===== src/rtl/mips16_muldiv_seq.sv =====
// Iterative mult/multu/div/divu unit for the 16-bit MIPS core. It owns the HI/LO
// pair and holds fetch while an operation is in flight; each operation takes WIDTH+2 cycles.
module mips16_muldiv_seq #(
    parameter int WIDTH = 16
) (
    input  logic             clock,
    input  logic             reset,
    input  logic             start,
    input  logic [1:0]       op,
    input  logic [WIDTH-1:0] operand_a,
    input  logic [WIDTH-1:0] operand_b,
    input  logic             hilo_write_en,
    input  logic             hilo_sel,
    input  logic [WIDTH-1:0] hilo_wdata,
    output logic [WIDTH-1:0] hi,
    output logic [WIDTH-1:0] lo,
    output logic             busy,
    output logic             ready,
    output logic             div_zero,
    output logic             instr_stall_sl
);

    localparam int CW = $clog2(WIDTH);

    typedef enum logic [1:0] {IDLE, RUN, FIX, DONE} state_t;

    state_t             state_q, state_d;
    logic [CW-1:0]      count_q, count_d;
    logic               is_div_q, is_div_d;
    logic               neg_a_q, neg_a_d;
    logic               neg_b_q, neg_b_d;
    logic [WIDTH-1:0]   a_raw_q, a_raw_d;
    logic [WIDTH-1:0]   opnd_q, opnd_d;
    logic [WIDTH-1:0]   hi_q, hi_d;
    logic [WIDTH-1:0]   lo_q, lo_d;
    logic [2*WIDTH-1:0] acc_q, acc_d;
    logic               div_zero_q, div_zero_d;

    // Magnitudes of the incoming operands; -0x8000 stays 0x8000 read as unsigned.
    logic             in_neg_a, in_neg_b;
    logic [WIDTH-1:0] in_mag_a, in_mag_b;

    assign in_neg_a = ~op[0] & operand_a[WIDTH-1];
    assign in_neg_b = ~op[0] & operand_b[WIDTH-1];
    assign in_mag_a = in_neg_a ? -operand_a : operand_a;
    assign in_mag_b = in_neg_b ? -operand_b : operand_b;

    // Shift-add step: acc = {partial product, remaining multiplier bits}.
    logic [WIDTH:0]     mul_sum;
    logic [2*WIDTH-1:0] mul_next;

    assign mul_sum  = {1'b0, acc_q[2*WIDTH-1:WIDTH]} + {1'b0, (acc_q[0] ? opnd_q : '0)};
    assign mul_next = {mul_sum, acc_q[WIDTH-1:1]};

    // Restoring step: acc = {partial remainder, dividend bits / quotient bits}.
    logic [WIDTH:0]     div_shift;
    logic               div_ge;
    logic [WIDTH-1:0]   div_rem;
    logic [2*WIDTH-1:0] div_next;

    assign div_shift = {acc_q[2*WIDTH-1:WIDTH], acc_q[WIDTH-1]};
    assign div_ge    = div_shift >= {1'b0, opnd_q};
    assign div_rem   = div_ge ? WIDTH'(div_shift - {1'b0, opnd_q}) : div_shift[WIDTH-1:0];
    assign div_next  = {div_rem, acc_q[WIDTH-2:0], div_ge};

    logic [2*WIDTH-1:0] prod_fix;
    logic [WIDTH-1:0]   quot_fix, rem_fix;

    assign prod_fix = (neg_a_q ^ neg_b_q) ? -acc_q : acc_q;
    assign quot_fix = (neg_a_q ^ neg_b_q) ? -acc_q[WIDTH-1:0] : acc_q[WIDTH-1:0];
    assign rem_fix  = neg_a_q ? -acc_q[2*WIDTH-1:WIDTH] : acc_q[2*WIDTH-1:WIDTH];

    always_comb begin
        // NOTE: every _d takes its _q first so no path through this block can infer a latch.
        state_d    = state_q;
        count_d    = count_q;
        is_div_d   = is_div_q;
        neg_a_d    = neg_a_q;
        neg_b_d    = neg_b_q;
        a_raw_d    = a_raw_q;
        opnd_d     = opnd_q;
        hi_d       = hi_q;
        lo_d       = lo_q;
        acc_d      = acc_q;
        div_zero_d = div_zero_q;

        case (state_q)
            IDLE: begin
                if (hilo_write_en) begin
                    if (hilo_sel) hi_d = hilo_wdata;
                    else          lo_d = hilo_wdata;
                end
                if (start) begin
                    state_d    = RUN;
                    count_d    = '0;
                    is_div_d   = op[1];
                    neg_a_d    = in_neg_a;
                    neg_b_d    = in_neg_b;
                    a_raw_d    = operand_a;
                    div_zero_d = 1'b0;
                    opnd_d     = op[1] ? in_mag_b : in_mag_a;
                    acc_d      = {{WIDTH{1'b0}}, (op[1] ? in_mag_a : in_mag_b)};
                end
            end
            RUN: begin
                acc_d   = is_div_q ? div_next : mul_next;
                count_d = count_q + CW'(1);
                if (count_q == CW'(WIDTH - 1)) state_d = FIX;
            end
            FIX: begin
                state_d = DONE;
                if (!is_div_q) begin
                    {hi_d, lo_d} = prod_fix;
                end else if (opnd_q == '0) begin
                    hi_d       = a_raw_q;
                    lo_d       = '1;
                    div_zero_d = 1'b1;
                end else begin
                    hi_d = rem_fix;
                    lo_d = quot_fix;
                end
            end
            DONE: state_d = IDLE;
        endcase
    end

    always_ff @(posedge clock or posedge reset) begin
        if (reset) begin
            state_q    <= IDLE;
            count_q    <= '0;
            is_div_q   <= 1'b0;
            neg_a_q    <= 1'b0;
            neg_b_q    <= 1'b0;
            a_raw_q    <= '0;
            opnd_q     <= '0;
            hi_q       <= '0;
            lo_q       <= '0;
            acc_q      <= '0;
            div_zero_q <= 1'b0;
        end else begin
            // NOTE: non-blocking so every register samples the pre-edge _d values together.
            state_q    <= state_d;
            count_q    <= count_d;
            is_div_q   <= is_div_d;
            neg_a_q    <= neg_a_d;
            neg_b_q    <= neg_b_d;
            a_raw_q    <= a_raw_d;
            opnd_q     <= opnd_d;
            hi_q       <= hi_d;
            lo_q       <= lo_d;
            acc_q      <= acc_d;
            div_zero_q <= div_zero_d;
        end
    end

    assign hi             = hi_q;
    assign lo             = lo_q;
    assign div_zero       = div_zero_q;
    assign busy           = (state_q == RUN) || (state_q == FIX);
    assign ready          = (state_q == DONE);
    assign instr_stall_sl = ((state_q == IDLE) && start) || busy;

endmodule

===== config.mk =====
export PLATFORM = sky130hd
export DESIGN_NAME = mips16_muldiv_seq
export DESIGN_NICKNAME = d
export VERILOG_FILES = /design/src/rtl/mips16_muldiv_seq.sv
export SDC_FILE = /design/constraint.sdc
export NUM_CORES = 1
export LEC_CHECK = 0
export BUFFER_PORTS_ARGS = -buffer_cell sky130_fd_sc_hd__buf_2
export CAP_MARGIN = 20
export CELL_PAD_IN_SITES_DETAIL_PLACEMENT = 1
export CELL_PAD_IN_SITES_GLOBAL_PLACEMENT = 2
export CORE_ASPECT_RATIO = 1.1
export CORE_MARGIN = 4
export CORE_UTILIZATION = 36
export DETAILED_ROUTE_END_ITERATION = 10
export HOLD_SLACK_MARGIN = 0.03
export MAX_ROUTING_LAYER = met4
export PLACE_DENSITY_LB_ADDON = 0.1
export SYNTH_ARGS = -nofsm -noshare
export SYNTH_HDL_FRONTEND = slang
export SYNTH_SLANG_ARGS = --single-unit

===== constraint.sdc =====
create_clock -name clock -period 4.1 [get_ports clock]
set_clock_uncertainty 0.2 [all_clocks]
set_input_delay 0.205 -clock clock [delete_from_list [all_inputs] [get_ports clock]]
set_output_delay 0.205 -clock clock [all_outputs]
set_load 0.05 [all_outputs]

; ---- After elaboration in Yosys (flattened, before gate mapping)
; Index checks and enable logic that the tools add are counted.
[totals]
register_bits = 106
out_inout_bits = 36
word_cells = 79
[classes]
addsub = 8
order_cmp = 1
n_eq_ne = 11
n_mux = 31
n_bitwise = 4
n_reduce_logical = 13
[op_table]
columns = operator, count
row1 = $mux W16, 16
row2 = $mux W32, 3
row3 = $neg A16 Y16, 4
row4 = $pmux W16 S2, 2
row5 = $pmux W32 S2, 1
row6 = $neg A32 Y32, 1
row7 = $add A16 B16 Y17, 1
row8 = $ge A17 B16 Y1, 1
row9 = $logic_not A16 Y1, 1
row10 = $sub A16 B16 Y16, 1
row11 = $ne A2 B2 Y1 const B, 7
row12 = $pmux W2 S4, 1
row13 = $pmux W4 S2, 1
row14 = $reduce_and A2 Y1, 3
row15 = $reduce_and A3 Y1, 2
row16 = $add A4 B1 Y4 const B, 1
row17 = $eq A2 B2 Y1 const B, 2
row18 = $eq A4 B4 Y1 const B, 1
row19 = $mux W2, 2
row20 = $mux W4, 1
row21 = $reduce_and A4 Y1, 1
row22 = $reduce_bool A2 Y1, 2
row23 = $mux W1, 3
row24 = $and A1 B1 Y1, 2
row25 = 7 further kinds, 8

; ---- Depth between registers and ports, before layout
[depth]
word_depth = 6
ltp_mapped = 12

; ---- Least setup slack after synthesis
; OpenSTA, ideal clock, no wires.
[synth_path]
path_type = reg2reg
startpoint = register acc_q[0]
endpoint = register hi_q[10] (netlist: hi[10])
setup_ns = 0.122
arrival_time_ns = 2.605
required_time_ns = 3.778
setup_slack_ns = 1.172
path_stages_with_launch = 12
path_buffers = 1
period_less_slack_ns = 2.928
path_cell_list = dfrtp_1 -> inv_1 -> clkbuf_1 -> ha_1 -> or4b_4 -> nor3_4 -> nand3_4 -> o41ai_2 -> xor2_1 -> nand2_1 -> a21oi_1 -> nor3_1
[synth_via]
elab_chain_len = 4
[synth_lines]
columns = element, line
row1 = start: declaration, 36  ; logic [2*WIDTH-1:0] acc_q, acc_d;
row2 = start signal: assignment, 138  ; acc_q <= '0;
row3 = start signal: assignment, 151  ; acc_q <= acc_d;
row4 = $neg A32 Y32, 69  ; assign prod_fix = (neg_a_q ^ neg_b_q) ? -acc_q : acc_q;
row5 = $mux W32, 69
row6 = $mux W16, 112  ; if (!is_div_q) begin
row7 = $pmux W16 S2, 87  ; case (state_q)
row8 = end signal: assignment, 149  ; hi_q <= hi_d;
row9 = end: declaration, 34  ; logic [WIDTH-1:0] hi_q, hi_d;
; No other way between the ends.
; A chain may end at the register's enable or synchronous reset.

; ---- Final worst setup path
[layout_path]
startpoint = register acc_q[16]
endpoint = register acc_q[29]
[layout_via]
elab_chain_len = 4
word_cells_on_any_way = 6
cone_classes = add/sub (2) / order compare (1) / mux (3)
[layout_lines]
columns = element, line
row1 = $sub A16 B16 Y16 / $ge A17 B16 Y1 (equally long branches), "63, 62"
row2 = $mux W16, 63  ; assign div_rem = div_ge ? WIDTH'(div_shift - {1'b0, opnd_q}) : div_shift[WIDTH-1:0];
row3 = $mux W32 (*), 106  ; acc_d = is_div_q ? div_next : mul_next;
row4 = $pmux W32 S2 (*), 87
; Every way passes the cells marked *; elsewhere a longest branch is shown, timed or not.

==> summary.txt <==
Clock tree
  – Hold Buf Count CTS: 33
  – Insertion delay to the later sink of the worst-skew pair: 370 ps
  – Worst-case clock buffer depth: 2
  – Clk sink count: 106
  – CTS resizes: 0
  – Num CTS Buffers: 9
  – Root Buffer: clkbuf_16
  – Clock Pin Slew Worst Setup and Hold Paths: 90 ps
  – CTS tree: yes
  – H-tree Lvls: 3
  – Number of setup buffers added after CTS: 0

Route
  – Met3 WL: 1590 um
  – Top layer in use: met4
  – Met2 routed WL: 15300 um
  – Wl on met1: 15300 um
  – 1st-pass router iterations: 5
  – Residual DRC: 0
  – Via count: 8375
  – Starting DRT DRC Count: 461
  – Routed Antenna Nets: 0
  – Wire length per cell: 22.1 um
  – Vias/cell: 5.66
  – Final WL: 32700 um

Final layout
  – Area of the multi-input gates: 0.00555 mm2
  – Layout cells sized above 1: 0.152
  – Nets@finish: 1267
  – Sequential cell area: 0.00265 mm2
  – Layout fillers: 2850
  – Area Growth Syn to Fin: 17.0%
  – Layout Cells excl Fill: 1479
  – Antenna Cells: 0

Timing
  – Slew Viols, Final: 0
  – Crit path time final: 3350 ps
  – Relative slew slack: 0.320
  – Final setup fails: 0
  – Ratio of final minimum period to clock period: 0.818
  – Slew @ Worst Pin: 1020 ps
  – Fin. Hold Viols: 0
  – RSZ-0062 raised after global routing: false
  – Fmax: 298 MHz
  – Fin Setup TNS: 0 ps

Die
  – Top-Level Pins: 91
  – Initial Util: 0.365
  – Core area: 0.0235 mm2
  – Chip width: 155 um
  – Die Y: 170 um
  – DIE AREA: 0.0264 mm2
  – # rows: 59

Synth
  – Top post-synthesis cells by area: dfrtp_1 (31%), ha_1 (6.0%), o21ai_0 (5.4%)
  – Mapped Avg Cell Area: 8.05 um2
  – Compound-Gate Fraction of Synth Area: 0.249
  – Register area share after synthesis: 0.309
  – Ys async rst share: 1.00
  – Synthesized-area fraction occupied by adder cells: 0.0644
  – Yosys warns: 0
  – Post-synthesis cell count: 1067
  – Mux cell area share after synthesis: 0.0567
  – Count of flip-flops with a built-in enable after synthesis: 0
  – Cell Area, Synth: 0.00858 mm2
  – Mapped Nets: 1165
  – Share of the synthesized area in the top cell type: 0.309
  – Synth Register Bits: 106
  – Cell taking the most area after synthesis: dfrtp_1
  – Most common flop cell mapped by yosys: dfrtp_1
  – Synth unique cells: 68
  – Largest family of logic cells by synthesized area: compound AO/OA/AOI/OAI gates
  – Xor/xnor share of the synthesized area: 0.0877
  – Simple-gate portion of the synthesized area: 0.187

Setup path
  – Crit Path Max Fanout: 10
  – Req. time, crit path: 4160 ps
  – Worst Path Arrival: 3410 ps
  – Kind of critical path: reg2reg
  – Startpoint types: register
  – CP Capture Type: register

Global route
  – Total gr overflow: 0
  – Global-route wire length before repair: 49900 um
  – Initial antenna violation count: 0
  – Vias in the first global route: 8194
  – Gr usage total: 0.252
  – Largest net degree at the start of global routing: 65

Power and ir drop
  – Total power divided by cell area: 863 mW/mm2
  – Leak: 4.40 nW
  – Peak supply drop: 337 uV

Min path
  – HP Class: in2reg

Placement
  – Port bufs: 90
  – Placed Cells: 1430
  – DP HPWL: 25400 um
  – Gpl congestion: 0.868

Status
  – Status: completed

Flow run
  – Max Cap Viol: 0
## critical path, stage by stage (launching register included)
cell and delay [ps]:
dfrtp_1 600, ha_1 340, inv_1 80, fa_1 410, nor2b_1 190, o2111ai_1 170, nand3_1 210, nand3_1 160
a41oi_1 330, o21ai_0 180, a221oi_1 300, nand2_1 80
## sequential cells by signal, indices dropped and copies added (netlist names), 2 cells and up
signal   flops
lo          16
hi          16
a_raw_q     16
state_q      2
acc_q       32
count_q      4
opnd_q      16
## cell type report
type                    instances  area share
clock buffers                   9      0.0224
clock inverters                 7     0.00860
inverters                      46      0.0174
multi-input cells             857       0.552
flip-flops and latches        106       0.264
well taps                     305      0.0380
repair buffers                149      0.0972
## logic make-up (layout without fill, tap and decap cells)
| kind of cell | after synthesis | in the layout |
|---|---|---|
| compound gates | 344 | 344 |
| xor+xnor | 86 | 86 |
| fa+ha+maj | 43 | 43 |
| buf+inv | 104 | 211 |
| flops | 106 | 106 |
| mux | 45 | 45 |
| simple gates | 339 | 339 |
## placed cells by master, fill, tap and decap left out, types with 24 or more instances in the layout
cell type,Yosys,routed
nor2_1,111,111
nand2_1,107,106
dfrtp_1,106,105
o21ai_0,93,93
buf_2,5,90
a21oi_1,80,79
xnor2_1,47,47
inv_1,45,44
ha_1,41,41
xor2_1,39,39
dlygate4sd3_1,0,33
mux2_2,29,29
buf_4,0,26
nand3_1,24,24
a211oi_1,24,24
a31oi_1,24,24
## per-layer routing
layer  vias up  GRT usage
li1       4050          -
met1      4096      0.347
met2       206      0.399
met3        23     0.0387
met4         0     0.0453
met5         -          -
## where the power goes
group | internal, mW | switching [mW]
Clock | 0.444 | 0.504
Sequential | 1.52 | 0.626
Combinational | 1.99 | 3.58
Total | 3.95 | 4.71
## worst paths after layout
path | start | to | slack [ps] | depth (start not counted)
worst max-delay path | acc_q[16] | acc_q[29] | 750 | 11
worst min-delay path | hilo_wdata[0] | hi[0] | 50 | 5
worst max register to register | acc_q[16] | acc_q[29] | 750 | 11
worst min register to register | lo[7] | lo[7] | 280 | 2
max in group asynchronous | reset | opnd_q[5] | 2500 | 4
min in group asynchronous | reset | hi[9] | 300 | 3
## per-stage QoR
step           setup WS (ps)   util  power (mW)  area, um2  hold slack, ps
2_1_floorplan            906      -        5.95       8580             156
3_3_place_gp             842  0.399        7.64       9400             189
3_5_place_dp             811  0.399        7.68       9400             199
4_1_cts                  795  0.426        8.68      10000            31.9
5_1_grt                  443  0.426        9.34      10000            45.9
6_report                 746  0.426        8.66      10000            45.6
## cell usage after synthesis (7+ instances only)
master and n:
nor2_1 111, nand2_1 107, dfrtp_1 106, o21ai_0 93
a21oi_1 80, xnor2_1 47, inv_1 45, clkbuf_1 44
ha_1 41, xor2_1 39, mux2_2 29, a211oi_1 24
a31oi_1 24, nand3_1 24, nand2b_1 22, nor3_1 17
o211ai_1 17, mux2i_1 16, o22ai_1 16, o21ai_1 15
and3_1 12, a21o_1 11, o21a_1 9, o31ai_1 9
a22oi_1 8, buf_1 8, nor2b_1 8, nand4_1 7
nor4_1 7
Power figures use the tool's default switching activity.
